--- src/rtl/imem_load_ctrl.sv ---
// imem_load_ctrl: reloads the SoC instruction ROM from a byte stream.
// Stream: 4-byte little-endian word count N, N little-endian 32-bit words,
// then one checksum byte (low 8 bits of the sum of all payload bytes).
// The core is held in reset while a load is in progress or has failed.
module imem_load_ctrl #(
  parameter logic [31:0] BASE_ADDR   = 32'h0,
  parameter int unsigned DEPTH_WORDS = 4096,
  parameter int unsigned TIMEOUT_CYC = 1000000
) (
  input  logic        clk,
  input  logic        rst,
  input  logic        start_i,
  input  logic        byte_valid_i,
  input  logic [7:0]  byte_i,
  output logic        byte_ready_o,
  output logic        wen_o,
  output logic        ren_o,
  output logic [31:0] w_addr_o,
  output logic [31:0] w_data_o,
  output logic        cpu_hold_o,
  output logic        busy_o,
  output logic        done_o,
  output logic        err_o
);

  localparam int unsigned     TO_W    = $clog2(TIMEOUT_CYC + 1);
  localparam logic [TO_W-1:0] TO_LAST = TO_W'(TIMEOUT_CYC - 1);
  localparam logic [31:0]     DEPTH_L = 32'(DEPTH_WORDS);

  typedef enum logic [2:0] {
    S_IDLE = 3'd0,
    S_HDR  = 3'd1,
    S_LOAD = 3'd2,
    S_CHK  = 3'd3,
    S_DONE = 3'd4,
    S_ERR  = 3'd5
  } state_t;

  state_t            state;
  state_t            state_nx;

  // datapath registers
  logic [23:0]       hdr_buf;      // upper bytes of the header collected so far
  logic [31:0]       n_words;      // word count taken from the header
  logic [23:0]       word_buf;     // upper bytes of the payload word in progress
  logic [1:0]        byte_cnt;     // byte position within header / word
  logic [31:0]       idx;          // index of the next word to be written
  logic [7:0]        sum;          // running payload checksum, wraps mod 256
  logic [TO_W-1:0]   to_cnt;       // idle cycles since last accepted byte

  // combinational helpers
  logic              accept;
  logic              busy_state;
  logic              last_byte;
  logic              last_word;
  logic              hdr_bad;
  logic              timeout_hit;
  logic              entering;
  logic [31:0]       hdr_full;
  logic [31:0]       word_full;

  // registered-output next values
  logic              ready_nx;
  logic              ren_nx;
  logic              hold_nx;
  logic              busy_nx;
  logic              done_nx;
  logic              err_nx;
  logic              wen_nx;
  logic [31:0]       addr_nx;
  logic [31:0]       data_nx;

  // byte_ready_o is a register that is 1 exactly in HDR/LOAD/CHK, so the
  // handshake never depends combinationally on byte_valid_i.
  assign accept      = byte_valid_i & byte_ready_o;
  assign busy_state  = (state == S_HDR) || (state == S_LOAD) || (state == S_CHK);
  assign last_byte   = (byte_cnt == 2'd3);
  assign last_word   = (idx == (n_words - 32'd1));
  assign hdr_full    = {byte_i, hdr_buf};
  assign word_full   = {byte_i, word_buf};
  assign hdr_bad     = (hdr_full == 32'd0) || (hdr_full > DEPTH_L);
  assign timeout_hit = busy_state && !accept && (to_cnt == TO_LAST);
  assign entering    = (state_nx != state);

  // State register
  always_ff @(posedge clk) begin
    if (rst) begin
      state <= S_IDLE;
    end else begin
      state <= state_nx;
    end
  end

  // Next-state logic
  always_comb begin
    state_nx = state;
    case (state)
      S_IDLE: begin
        if (start_i) begin
          state_nx = S_HDR;
        end else begin
          state_nx = S_IDLE;
        end
      end
      S_HDR: begin
        if (accept && last_byte) begin
          if (hdr_bad) begin
            state_nx = S_ERR;
          end else begin
            state_nx = S_LOAD;
          end
        end else if (timeout_hit) begin
          state_nx = S_ERR;
        end else begin
          state_nx = S_HDR;
        end
      end
      S_LOAD: begin
        if (accept && last_byte && last_word) begin
          state_nx = S_CHK;
        end else if (timeout_hit) begin
          state_nx = S_ERR;
        end else begin
          state_nx = S_LOAD;
        end
      end
      S_CHK: begin
        if (accept) begin
          if (byte_i == sum) begin
            state_nx = S_DONE;
          end else begin
            state_nx = S_ERR;
          end
        end else if (timeout_hit) begin
          state_nx = S_ERR;
        end else begin
          state_nx = S_CHK;
        end
      end
      S_DONE: begin
        if (start_i) begin
          state_nx = S_HDR;
        end else begin
          state_nx = S_IDLE;
        end
      end
      S_ERR: begin
        if (start_i) begin
          state_nx = S_HDR;
        end else begin
          state_nx = S_ERR;
        end
      end
      default: begin
        state_nx = S_IDLE;
      end
    endcase
  end

  // Output values for the coming cycle, derived from the next state
  always_comb begin
    ready_nx = 1'b0;
    ren_nx   = 1'b1;
    hold_nx  = 1'b0;
    busy_nx  = 1'b0;
    done_nx  = 1'b0;
    err_nx   = 1'b0;
    wen_nx   = 1'b0;
    addr_nx  = w_addr_o;
    data_nx  = w_data_o;
    case (state_nx)
      S_IDLE: begin
        ren_nx = 1'b1;
      end
      S_HDR, S_LOAD, S_CHK: begin
        ready_nx = 1'b1;
        ren_nx   = 1'b0;
        hold_nx  = 1'b1;
        busy_nx  = 1'b1;
      end
      S_DONE: begin
        done_nx = 1'b1;
      end
      S_ERR: begin
        ren_nx  = 1'b0;
        hold_nx = 1'b1;
        err_nx  = 1'b1;
      end
      default: begin
        ren_nx = 1'b1;
      end
    endcase
    // a completed word is written in the cycle after its last byte
    if ((state == S_LOAD) && accept && last_byte) begin
      wen_nx  = 1'b1;
      addr_nx = BASE_ADDR + (idx << 2);
      data_nx = word_full;
    end else begin
      wen_nx  = 1'b0;
    end
  end

  // Registered outputs
  always_ff @(posedge clk) begin
    if (rst) begin
      byte_ready_o <= 1'b0;
      wen_o        <= 1'b0;
      ren_o        <= 1'b1;
      w_addr_o     <= 32'h0;
      w_data_o     <= 32'h0;
      cpu_hold_o   <= 1'b0;
      busy_o       <= 1'b0;
      done_o       <= 1'b0;
      err_o        <= 1'b0;
    end else begin
      byte_ready_o <= ready_nx;
      wen_o        <= wen_nx;
      ren_o        <= ren_nx;
      w_addr_o     <= addr_nx;
      w_data_o     <= data_nx;
      cpu_hold_o   <= hold_nx;
      busy_o       <= busy_nx;
      done_o       <= done_nx;
      err_o        <= err_nx;
    end
  end

  // Header/payload collection, word index, checksum and idle timer
  always_ff @(posedge clk) begin
    if (rst) begin
      hdr_buf  <= 24'h0;
      n_words  <= 32'h0;
      word_buf <= 24'h0;
      byte_cnt <= 2'd0;
      idx      <= 32'h0;
      sum      <= 8'h0;
      to_cnt   <= '0;
    end else begin
      if ((state_nx == S_HDR) && (state != S_HDR)) begin
        // fresh load: forget everything from the previous attempt
        byte_cnt <= 2'd0;
        idx      <= 32'h0;
        sum      <= 8'h0;
      end else if (accept && (state == S_HDR)) begin
        hdr_buf  <= hdr_full[31:8];
        byte_cnt <= byte_cnt + 2'd1;
        if (last_byte) begin
          n_words <= hdr_full;
        end else begin
          n_words <= n_words;
        end
      end else if (accept && (state == S_LOAD)) begin
        word_buf <= word_full[31:8];
        byte_cnt <= byte_cnt + 2'd1;
        sum      <= sum + byte_i;
        if (last_byte) begin
          idx <= idx + 32'd1;
        end else begin
          idx <= idx;
        end
      end else begin
        byte_cnt <= byte_cnt;
      end

      if (entering || accept || !busy_state) begin
        to_cnt <= '0;
      end else begin
        to_cnt <= to_cnt + 1'b1;
      end
    end
  end

endmodule

--- config.mk ---
export PLATFORM = sky130hd
export DESIGN_NAME = imem_load_ctrl
export DESIGN_NICKNAME = d
export VERILOG_FILES = /design/src/rtl/imem_load_ctrl.sv
export SDC_FILE = /design/constraint.sdc
export NUM_CORES = 1
export LEC_CHECK = 0
export BUFFER_PORTS_ARGS = -buffer_cell sky130_fd_sc_hd__buf_2
export CAP_MARGIN = 10
export CELL_PAD_IN_SITES_DETAIL_PLACEMENT = 1
export CELL_PAD_IN_SITES_GLOBAL_PLACEMENT = 2
export CORE_ASPECT_RATIO = 0.8
export CORE_MARGIN = 5
export CORE_UTILIZATION = 35
export DETAILED_ROUTE_END_ITERATION = 8
export PLACE_DENSITY = 0.79
export SLEW_MARGIN = 40
export SYNTH_ARGS = -nofsm -noshare
export SYNTH_HDL_FRONTEND = slang
export SYNTH_SLANG_ARGS = --single-unit
--- constraint.sdc ---
create_clock -name clk -period 3 [get_ports clk]
set_input_delay 0.15 -clock clk [delete_from_list [all_inputs] [get_ports clk]]
set_output_delay 0.15 -clock clk [all_outputs]
set_load 0.01 [all_outputs]
# Word level (Yosys, flattened, before mapping)
# Cells that the tools add are included.
[classes] add_sub_neg=5 mul=0 div_mod_pow=0 order_cmp=1 eq_ne=16 n_shift=0 mux=19 bitwise_logic=3 n_reduce_logical=28
[op_table] op="adder 32 x 1 -> 32 bit, second input constant" n=1
[op_table] op="equality test 32 bit" n=1
[op_table] op="> comparator 32 x 13 -> 1 bit, second input constant" n=1
[op_table] op="zero test 32 bit" n=1
[op_table] op="subtractor 32 x 1 -> 32 bit, second input constant" n=1
[op_table] op="2-to-1 mux 3 bit" n=8
[op_table] op="adder 20 x 1 -> 20 bit, second input constant" n=1
[op_table] op="equality test 20 bit, second input constant" n=1
[op_table] op="one-hot mux 3 bit (5 select lines)" n=1
[op_table] op="equality test 3 x 2 -> 1 bit, second input constant" n=4
[op_table] op="equality test 3 bit, second input constant" n=4
[op_table] op="AND reduction 3 bit" n=3
[op_table] op="adder 8 bit" n=1
[op_table] op="equality test 8 bit" n=1
[op_table] op="logical AND 1 bit" n=8
[op_table] op="2-to-1 mux 1 bit" n=8
[op_table] op="equality test 3 x 1 -> 1 bit, second input constant" n=2
[op_table] op="OR reduction 2 bit" n=3
[op_table] op="logical OR 1 bit" n=5
[op_table] op="2-to-1 mux 2 bit" n=2
[op_table] op="AND reduction 2 bit" n=2
[op_table] op="OR reduction 4 bit" n=1
[op_table] op="zero test 3 bit" n=1
[op_table] op="!= test 3 x 1 -> 1 bit, second input constant" n=1
[op_table] op="8 further kinds" n=10
[totals] register_bits=213 latch_bits=0 ram_bits=0 rom_bits=0 inputBits=12 out_inout_bits=71 wordCells=88 n_memories=0

# Depth between registers and ports, before layout
[depth] word_depth=12 mapped_depth=11 mapped_depth_nobuf=11

# Worst setup path after synthesis
# No wires, ideal clock.
[synth_path] path_type="register -> register" startpoint="register n_words[0]" endpoint="register state[0]" setup_time_ps=66 arrival_ps=2533 required_time_ps=2934 slack_ps=401 path_stages_with_launch=11 n_path_buf=0 synth_period_minus_slack_ps=2599 cell_sequence="dfxtp_1 inv_1 ha_1 nor4b_4 nand3_1 or4_1 o211ai_1 o211a_1 o2111ai_1 o31ai_1 nor2b_1"
[synth_between] elab_chain_len=5
[synth_rtl] item="start: declaration" line="44" source="logic [31:0] n_words;"
[synth_rtl] item="start signal: assignment" line="248" source="n_words <= hdr_full;"
[synth_rtl] item="start signal: assignment" line="250" source="n_words <= n_words;"
[synth_rtl] item="subtractor 32 x 1 -> 32 bit" line="78" source="assign last_word = (idx == (n_words - 32'd1));"
[synth_rtl] item="equality test 32 bit" line="78"
[synth_rtl] item="logical AND 1 bit" line="119" source="if (accept && last_byte && last_word) begin"
[synth_rtl] item="2-to-1 mux 3 bit" line="119"
[synth_rtl] item="one-hot mux 3 bit (5 select lines)" line="97" source="case (state)"
[synth_rtl] item="end signal: assignment" line="90" source="state <= state_nx;"
[synth_rtl] item="end: declaration" line="39" source="state_t state;"
# Every way passes these cells.
# A chain may end at the register's enable or synchronous reset.

# Final worst setup path
[layout_path] startpoint="register n_words[16]" endpoint="register state[0]"
# Same word-level chain as after synthesis.

==> impl_metrics.json <==
{
  "status": "completed",
  "drt_pre_antenna_iters": 4,
  "io_buffer_count": 80,
  "fmax_mhz": 359,
  "path_class": "reg -> reg",
  "slew_headroom_pct": 48.8,
  "synth_seq_area_share_pct": 45.3,
  "rsz0062_at_grt": "no",
  "post_drt_wl_per_cell_um": 16.2,
  "power.density_mw_per_mm2": 551,
  "hold_viol_final": 0,
  "cp_slowest_stage_delay_ns": 0.57,
  "period_minus_slack_ns": 2.78,
  "grt_use_total_pct": 17.4,
  "crit_family": "simple AND/OR/NAND/NOR gates",
  "dp_slack_ns": 0.0115,
  "drive_gt1_share_pct": 13.6,
  "antennaDiodeCount": 0,
  "numCtsBuffers": 24,
  "htreeDepth": 1,
  "cts_tree": "yes",
  "required_ns": 3.46,
  "crit_fanout": 6,
  "synth_area_mm2": 0.00942,
  "slowest_stage": "or4_1",
  "worst_slew_pin_slew_ns": 0.768,
  "placed_cells": 1595,
  "synth_top_area_share_pct": 45.3,
  "detail_route.vias_per_cell": 4.99,
  "dieArea_mm2": 0.0303,
  "cts_setup_buffers": 0,
  "final_core_util_pct": 42.2,
  "crit_chain": "or3_1 -> or4_1 -> nor4b_1 -> mux2i_1 -> nor4_2 -> o2111ai_1 -> o31ai_2 -> nor2b_1",
  "slew_violations": 0,
  "p_leak_nw": 4.13,
  "post-route-period-util_pct": 92.8,
  "fin_skew_ns": 0.0121,
  "synth_ff_type": "dfxtp_1",
  "initial_core_util_pct": 35.7,
  "drt-initial-drc-count": 293,
  "synthArstFlopShare_pct": 0,
  "rows": 53,
  "clk_latency_ns": 0.52,
  "synthDistinctLibCells": 65,
  "dp.final_hpwl_um": 18700,
  "cp.arrival_ns": 3.24,
  "endpoint_kind": "register",
  "synthTopCellsByArea": "dfxtp_1 (45%), nand2_1 (13%), a21oi_1 (8.5%)",
  "root_buffer": "clkbuf_16",
  "fin_ws_ns": 0.215,
  "tns_ns": 0,
  "path_buf_inv": 0,
  "clock_sinks": 213,
  "grt_overflow": 0,
  "final_cell_count_no_fill": 1640,
  "ir_drop_uv": 360,
  "fin_total_pwr_w": 0.00614,
  "hold_path_class": "in -> reg",
  "nets": 1290,
  "startpoint_type": "register",
  "place_congestion": 0.859,
  "ant_nets": 0,
  "grt_pass1_vias": 8369,
  "synth_edf_count": 0,
  "synthCells": 1198,
  "chipHeight_um": 157,
  "drc_errors": 0,
  "clk_pin_slew_ns": 0.06,
  "grt_pass1_wl_um": 44000,
  "yosysTopAreaCell": "dfxtp_1",
  "syn_to_final_growth_pct": 18.4,
  "synth_seq_cells": 213,
  "rrSetupSlack_ns": 0.22,
  "io_pins": 83,
  "avgSynthCellArea_um2": 7.86,
  "cts_buffer_depth": 3,
  "coreArea_mm2": 0.0264,
  "vias": 8190,
  "setup_violations": 0,
  "cap_violations": 0,
  "routed_wl_um": 26600,
  "antenna_found_initial": 0,
  "grt_max_degree": 149,
  "dieWidth_um": 193,
  "yosysWarnings": 0
}
-- cell usage after synthesis, types with 4 or more instances --
cell        n
clkbuf_1   67
mux2i_1     8
nand4_1    13
and3_1     12
nand3_1    21
nor4b_1     6
or2_2       4
nor3_1     16
xnor2_1    48
dfxtp_1   213
nand2_1   334
xor2_1     43
nor2b_1    11
and4_1      4
nand2b_1    4
nor4_1     14
ha_1       11
and2_1      7
nor2_1     98
or3_1      11
a21oi_1   160
a31oi_1     4
a21o_1      4
inv_1      13
o21ai_0    10
-- layer usage --
layer	vias up	GRT usage [%]	wire length [um]
met2	106	26.7	11100
met1	3922	25.9	14000
met4	0	3.74	501
met5	-	0	0
met3	37	2.69	1020
li1	4125	-	-
-- state kept, by name, summed over array words and instances (netlist names) --
name / count
state: 3
wen_o: 1
idx: 32
sum: 8
ren_o: 1
cpu_hold_o: 1
to_cnt: 20
err_o: 1
word_buf: 24
n_words: 32
done_o: 1
w_data_o: 32
w_addr_o: 30
byte_cnt: 2
hdr_buf: 24
busy_o: 1
-- worst min-delay path, stage by stage --
cell,delay (ns)
buf_2,0.10
buf_4,0.15
nand2_1,0.05
a21oi_1,0.05
-- cells in the final DEF, fill, tap and decap left out, drive strengths merged, types with 3 or more instances in the layout --
master	netlist	routed
nand2	334	334
dfxtp	213	213
a21oi	160	160
buf	7	114
nor2	98	98
xnor2	48	48
xor2	43	43
clkbuf	68	32
nand3	21	21
nor3	17	17
nor4	17	17
inv	13	13
nand4	13	13
and3	12	12
nor2b	11	11
or3	11	11
ha	11	11
o21ai	10	10
mux2i	8	8
and2	8	8
nor4b	7	7
clkinv	0	6
a31oi	4	4
or2	4	4
a21o	4	4
nand2b	4	4
and4	4	4
bufinv	0	4
or4	3	3
o211ai	3	3
o2111ai	3	3
-- where the power goes --
part	leakage (nW)	switching (W)	internal (W)
logic	2.00	0.000106	0.0000448
clock network	0.421	0.00119	0.00196
registers	1.72	0.00000794	0.00284
-- area by class of cell --
cell class / count / area [um2]
Clock buffer: 32 / 692
Clock inverter: 11 / 158
Fill cell: 3265 / 15200
Inverter: 13 / 48.8
Multi-Input combinational cell: 898 / 4820
Sequential cell: 213 / 4260
Tap cell: 357 / 447
Timing Repair Buffer: 116 / 716
-- cell families (layout without fill, tap and decap cells) --
logic type | after synthesis | after routing | share of synthesized area [%]
flops | 213 | 213 | 45.3
compound gates | 207 | 207 | 12.2
xor+xnor | 91 | 91 | 8.47
mux | 10 | 10 | 1.09
buf+inv | 88 | 172 | 3.76
other cells | 1 | 2 | 0.0398
fa+ha+maj | 12 | 12 | 1.67
simple gates | 576 | 576 | 27.5
-- metrics by stage --
step / instance area (um2) / hold slack, ns
floorplan: 9420 / 0.286
global placement: 10300 / 0.439
detailed placement: 10300 / 0.443
CTS: 11100 / 0.0148
global route: 11100 / 0.0299
finish: 11100 / 0.0354
-- what timing repair did --
item	in CTS	in global routing
pin swaps	0	0
resized for setup	1	2
hold buffers	2	0
endpoints found under the hold margin	6	0
setup endpoints to repair	1	2
-- worst paths after layout --
path | end | from | cells past startpoint
worst min-delay path | word_buf[18] | byte_i[2] | 4
worst min register to register | w_data_o[15] | w_data_o[15] | 2
worst max register to register | state[0] | n_words[16] | 8
worst max-delay path | state[0] | n_words[16] | 8
No activity file was read; power rests on OpenSTA's default activity.
